`config.mk`:
```
export PLATFORM = sky130hd
export DESIGN_NAME = ship_move_ctrl
export DESIGN_NICKNAME = d
export VERILOG_FILES = /design/src/rtl/ship_ctrl_pkg.sv /design/src/rtl/button_edge.sv /design/src/rtl/ship_move_ctrl.sv
export SDC_FILE = /design/constraint.sdc
export NUM_CORES = 1
export LEC_CHECK = 0
export ABC_AREA = 1
export CAP_MARGIN = 20
export CORE_AREA = 2 2 39 41
export DETAILED_ROUTE_END_ITERATION = 12
export DIE_AREA = 0 0 41 43
export PLACE_DENSITY = 0.65
export SETUP_SLACK_MARGIN = 0.3
export SYNTH_ARGS = -nofsm -noshare
export SYNTH_HDL_FRONTEND = slang
export SYNTH_HIERARCHICAL = 1
export SYNTH_SLANG_ARGS = --single-unit
```
`constraint.sdc`:
```
create_clock -name i_clk_25MHz -period 1.05 [get_ports i_clk_25MHz]
set_input_delay 0.21 -clock i_clk_25MHz [delete_from_list [all_inputs] [get_ports i_clk_25MHz]]
set_output_delay 0.21 -clock i_clk_25MHz [all_outputs]
set_load 0.01 [all_outputs]
```
`src/rtl/ship_ctrl_pkg.sv`:
```
// Shared definitions for the ship movement controller: FSM state encoding,
// step direction encoding, default repeat timing and a small helper.
package ship_ctrl_pkg;

    typedef enum logic [1:0] {
        IDLE    = 2'd0,
        PENDING = 2'd1,
        DELAY   = 2'd2,
        REPEAT  = 2'd3
    } state_t;

    localparam logic DIR_LEFT  = 1'b0;
    localparam logic DIR_RIGHT = 1'b1;

    localparam int unsigned DEF_REPEAT_DELAY  = 15;
    localparam int unsigned DEF_REPEAT_PERIOD = 4;

    function automatic int unsigned max_u(input int unsigned a, input int unsigned b);
        return (a > b) ? a : b;
    endfunction

endpackage

```
`src/rtl/button_edge.sv`:
```
// Rising-edge detector for one debounced button level: keeps the previous
// sample in a register and flags cycles where the level goes 0 -> 1.
module button_edge (
    input  logic clk_i,
    input  logic rst_i,
    input  logic level_i,
    output logic rise_o
);

    logic prev_q;

    // Previous-sample register, cleared by asynchronous reset.
    always_ff @(posedge clk_i or posedge rst_i) begin
        if (rst_i) begin
            prev_q <= 1'b0;
        end else begin
            prev_q <= level_i;
        end
    end

    assign rise_o = level_i & ~prev_q;

endmodule

```
`src/rtl/ship_move_ctrl.sv`:
```
// Ship movement controller: turns debounced left/right button levels into
// one-cycle, frame-paced step pulses with press latching, hold-to-repeat and
// opposing-button arbitration.
// Auto-repeat is enabled by defining SHIP_MOVE_CTRL_AUTOREPEAT_EN; without it
// a held button yields exactly one step per press.
module ship_move_ctrl
    import ship_ctrl_pkg::*;
#(
    parameter int unsigned REPEAT_DELAY  = DEF_REPEAT_DELAY,
    parameter int unsigned REPEAT_PERIOD = DEF_REPEAT_PERIOD
) (
    input  logic i_clk_25MHz,
    input  logic i_reset,
    input  logic i_enable,
    input  logic i_frame_tick,
    input  logic i_left_debounced,
    input  logic i_right_debounced,
    output logic o_left_step,
    output logic o_right_step,
    output logic o_busy
);

    localparam int unsigned CNT_W = $clog2(max_u(REPEAT_DELAY, REPEAT_PERIOD) + 1);

    state_t           state_q, state_d;
    logic [CNT_W-1:0] cnt_q, cnt_d;
    logic             dir_q, dir_d;
    logic             lstep_q, lstep_d;
    logic             rstep_q, rstep_d;
    logic             busy_q, busy_d;
    logic             armed_q;

    logic l_rise, r_rise;
    logic held, both;

    button_edge u_left_edge (
        .clk_i   (i_clk_25MHz),
        .rst_i   (i_reset),
        .level_i (i_left_debounced),
        .rise_o  (l_rise)
    );

    button_edge u_right_edge (
        .clk_i   (i_clk_25MHz),
        .rst_i   (i_reset),
        .level_i (i_right_debounced),
        .rise_o  (r_rise)
    );

    assign held = (dir_q == DIR_LEFT) ? i_left_debounced : i_right_debounced;
    assign both = i_left_debounced & i_right_debounced;

    // Next-state, counter and step-pulse decode.
    always_comb begin
        state_d = state_q;
        cnt_d   = cnt_q;
        dir_d   = dir_q;
        lstep_d = 1'b0;
        rstep_d = 1'b0;

        if (!i_enable) begin
            state_d = IDLE;
        end else begin
            case (state_q)
                IDLE: begin
                    // The previous-sample registers reset to 0, so a button
                    // held through reset would look like a press on the first
                    // edge afterwards; armed_q masks that one edge.
                    if (armed_q) begin
                        if (l_rise && !i_right_debounced) begin
                            state_d = PENDING;
                            dir_d   = DIR_LEFT;
                        end else if (r_rise && !i_left_debounced) begin
                            state_d = PENDING;
                            dir_d   = DIR_RIGHT;
                        end
                    end
                end
                PENDING: begin
                    if (i_frame_tick) begin
                        lstep_d = (dir_q == DIR_LEFT);
                        rstep_d = (dir_q == DIR_RIGHT);
                        cnt_d   = CNT_W'(REPEAT_DELAY);
                        state_d = DELAY;
                    end
                end
                DELAY: begin
                    if (!held || both) begin
                        state_d = IDLE;
                    end else if (i_frame_tick) begin
`ifdef SHIP_MOVE_CTRL_AUTOREPEAT_EN
                        if (cnt_q == CNT_W'(1)) begin
                            lstep_d = (dir_q == DIR_LEFT);
                            rstep_d = (dir_q == DIR_RIGHT);
                            cnt_d   = CNT_W'(REPEAT_PERIOD);
                            state_d = REPEAT;
                        end else begin
                            cnt_d = cnt_q - CNT_W'(1);
                        end
`else
                        state_d = DELAY;
`endif
                    end
                end
                REPEAT: begin
                    if (!held || both) begin
                        state_d = IDLE;
                    end else if (i_frame_tick) begin
`ifdef SHIP_MOVE_CTRL_AUTOREPEAT_EN
                        if (cnt_q == CNT_W'(1)) begin
                            lstep_d = (dir_q == DIR_LEFT);
                            rstep_d = (dir_q == DIR_RIGHT);
                            cnt_d   = CNT_W'(REPEAT_PERIOD);
                        end else begin
                            cnt_d = cnt_q - CNT_W'(1);
                        end
`else
                        state_d = IDLE;
`endif
                    end
                end
                default: begin
                    state_d = IDLE;
                end
            endcase
        end

        busy_d = (state_d != IDLE);
    end

    // State, counter, direction and registered outputs.
    always_ff @(posedge i_clk_25MHz or posedge i_reset) begin
        if (i_reset) begin
            state_q <= IDLE;
            cnt_q   <= '0;
            dir_q   <= DIR_LEFT;
            lstep_q <= 1'b0;
            rstep_q <= 1'b0;
            busy_q  <= 1'b0;
            armed_q <= 1'b0;
        end else begin
            state_q <= state_d;
            cnt_q   <= cnt_d;
            dir_q   <= dir_d;
            lstep_q <= lstep_d;
            rstep_q <= rstep_d;
            busy_q  <= busy_d;
            armed_q <= 1'b1;
        end
    end

    assign o_left_step  = lstep_q;
    assign o_right_step = rstep_q;
    assign o_busy       = busy_q;

endmodule
```
==> flow_metrics.tcl <==
set metrics [dict create \
    gp_congestion 0.808 \
    fillers 139 \
    ys_seq_elements 9 \
    yosysSeqAreaShare_pct 53.4 \
    grt_pass1_wl_mm 1.58 \
    start_util_pct 30.5 \
    p_switching_mw 0.201 \
    cts_buffers 3 \
    cts_tree "done" \
    cp_max_fo 1 \
    irDropWorstVdd_mv 0.602 \
    max_stage_delay_ns 0.36 \
    clkPwrFrac_pct 33.3 \
    grt_max_degree 8 \
    setup_violations 0 \
    io_pins 9 \
    synth_cell_types 14 \
    first_global_vias 381 \
    die_h_um 43 \
    wl_um 842 \
    p_sw_share_pct 26.0 \
    coreArea_um2 1380 \
    fmaxAchievable_ghz 1.04 \
    cp.arrival_ns 0.75 \
    syn_to_final_growth_pct 46.0 \
    worstSetupStartpoint "o_busy" \
    wire_per_inst_um 10.1 \
    synth_largest_area_cell "dfrtp_1" \
    drive_above_1_share_pct 41.8 \
    grt_remaining_overflow 0 \
    crit_buf_inv 1 \
    critPathKind "reg -> out" \
    vias 369 \
    grt_setup_unrepaired "yes" \
    finClkSkew_ns 0.00193 \
    p_leak_nw 0.321 \
    synthCells 50 \
    fp.dieW_um 41 \
    clock_latency_ns 0.25 \
    synth_ff_type "dfrtp_1" \
    htreeDepth 1 \
    crit_required_ns 0.84 \
    syn_area_per_cell_um2 8.43 \
    clock-root-buffer "clkbuf_4" \
    clock_sinks 9 \
    grt_use_total_pct 13.8 \
    antenna_found_initial 0 \
    min_period_ns 0.959 \
    synthTopCellsByArea "dfrtp_1 53%, inv_1 9.8%, nand2_1 7.1%" \
    via_per_inst 4.45 \
    dp_hpwl_um 656 \
    firstDrtPassIters 2 \
    pwr-share-seq_pct 49.9 \
    nNetsFinal 74 \
    drtIter0Drc 3 \
    synth_edf_count 0 \
    critPathCaptureType "output pin" \
    die-area_um2 1760 \
    internal-power_mw 0.572 \
    clk_pin_slew_ns 0.06 \
    placed_area_um2 537 \
    antenna_cells 0 \
    synth_warnings 6 \
    hold_viol 0 \
    ant_nets 0 \
    slowest_stage "dfrtp_1" \
    power_density_nw_per_um2 1260 \
    maxSlewViolCount 0 \
    finalCritPeriodShare_pct 91.3 \
    port_buffers 8 \
    synth_top_cell_area_share_pct 53.4 \
    hold_class "in -> async" \
    synth_most_common_cell "inv_1" \
    crit_family "flip-flops" \
    syn-num-nets 56 \
    setup_tns_ns 0 \
    synth-async-reset-ratio_pct 100 \
    r2r_start "state_q[1]" \
    final_cell_area_um2 616 \
    drv_cap 0 \
    cp_cell_sequence "buf_2" \
    status "completed" \
    rows 14 \
    netlist_area_um2 422 \
    synth_common_cells "11 x inv_1, 9 x dfrtp_1, 8 x nand2_1" \
    combPwrFrac_pct 16.7 \
    critPathLaunchType "flop" \
    drc 0 \
    clockBufferDepth 2 \
]
-- worst paths after layout --
kind                                       end  slack (ns)  depth (start not counted)
max reg2reg                             o_busy        0.12                          5
max                                     o_busy        0.09                          1
min                         u_left_edge/prev_q        0.15                          2
max in group asynchronous               o_busy        0.58                          2
min reg2reg                        o_left_step        0.57                          2
min in group i_clk_25MHz   u_right_edge/prev_q        0.28                          1
-- what timing repair did --
item | 4_1_cts | 5_1_grt
cloned | 0 | 0
gates resized for setup | 21 | 8
pin swaps | 7 | 6
buffers inserted | 2 | 1
hold buffers | 0 | 0
setup endpoints to repair | 9 | 9
-- stage by stage --
stage	utilization [%]	power, mW	hold slack, ns	cells	worst slack [ns]
after global placement	38.8	0.491	0.411	76	-0.282
after CTS	41.8	0.772	0.147	82	0.0825
after floorplan	-	0.442	-0.0613	50	0.217
after detailed placement	38.8	0.495	0.423	76	-0.326
final	44.5	0.773	0.153	83	0.0914
after global routing	44.5	0.827	0.173	83	0.0542
-- routing by layer --
layer | vias to the layer above | global-route usage [%] | share of wire (%)
met4 | 0 | 2.00 | 0
met2 | 9 | 23.4 | 55
li1 | 184 | - | -
met3 | 0 | 6.28 | 5.5
met5 | - | 0 | 0
met1 | 176 | 15.4 | 40
-- cell families after synthesis --
| group | count (synthesis) | share of synthesized area [%] |
|---|---|---|
| AND/OR/NAND/NOR | 25 | 30.9 |
| buffers and inverters | 13 | 11.6 |
| flip-flops | 9 | 53.4 |
| AO/OA/AOI/OAI | 2 | 3.26 |
| other | 1 | 0.889 |
-- flip-flops by register name, indices dropped and copies added (netlist names) --
register,count
armed_q,1
dir_q,1
o_busy,1
o_left_step,1
o_right_step,1
state_q,2
u_left_edge/prev_q,1
u_right_edge/prev_q,1
-- layout make-up --
class	count	area [um^2]	area share (%)
timing repair buffer	13	114	18.5
sequential	9	225	36.6
tap	16	20.0	3.25
inverter	13	48.8	7.93
clock buffer	4	26.3	4.27
multi-input combinational	28	181	29.5
-- cell usage in the layout, fill, tap and decap left out --
cell type	synthesis	routed
dlygate4sd2_1	0	4
nand2_2	0	4
nand3_2	2	3
nor2_2	2	3
buf_4	0	4
dfrtp_1	9	9
nor3_2	1	2
nor2_1	4	3
nand4_1	2	2
clkdlybuf4s50_1	0	1
a21oi_1	1	1
inv_2	2	3
clkbuf_4	0	3
a21oi_2	1	1
clkbuf_1	0	1
buf_6	0	3
conb_1	1	1
nand2_1	8	4
inv_1	11	10
buf_2	0	1
nor3_4	0	1
nand3_1	4	3
-- power groups by stage --
stage / Combinational, mW / Clock, mW / Sequential, mW
finish: 0.130 / 0.258 / 0.386
global route: 0.144 / 0.294 / 0.389
detailed placement: 0.104 / 0 / 0.392
global placement: 0.100 / 0 / 0.391
CTS: 0.118 / 0.269 / 0.384
floorplan: 0.0522 / 0 / 0.389
No activity file was read; power rests on OpenSTA's default activity.
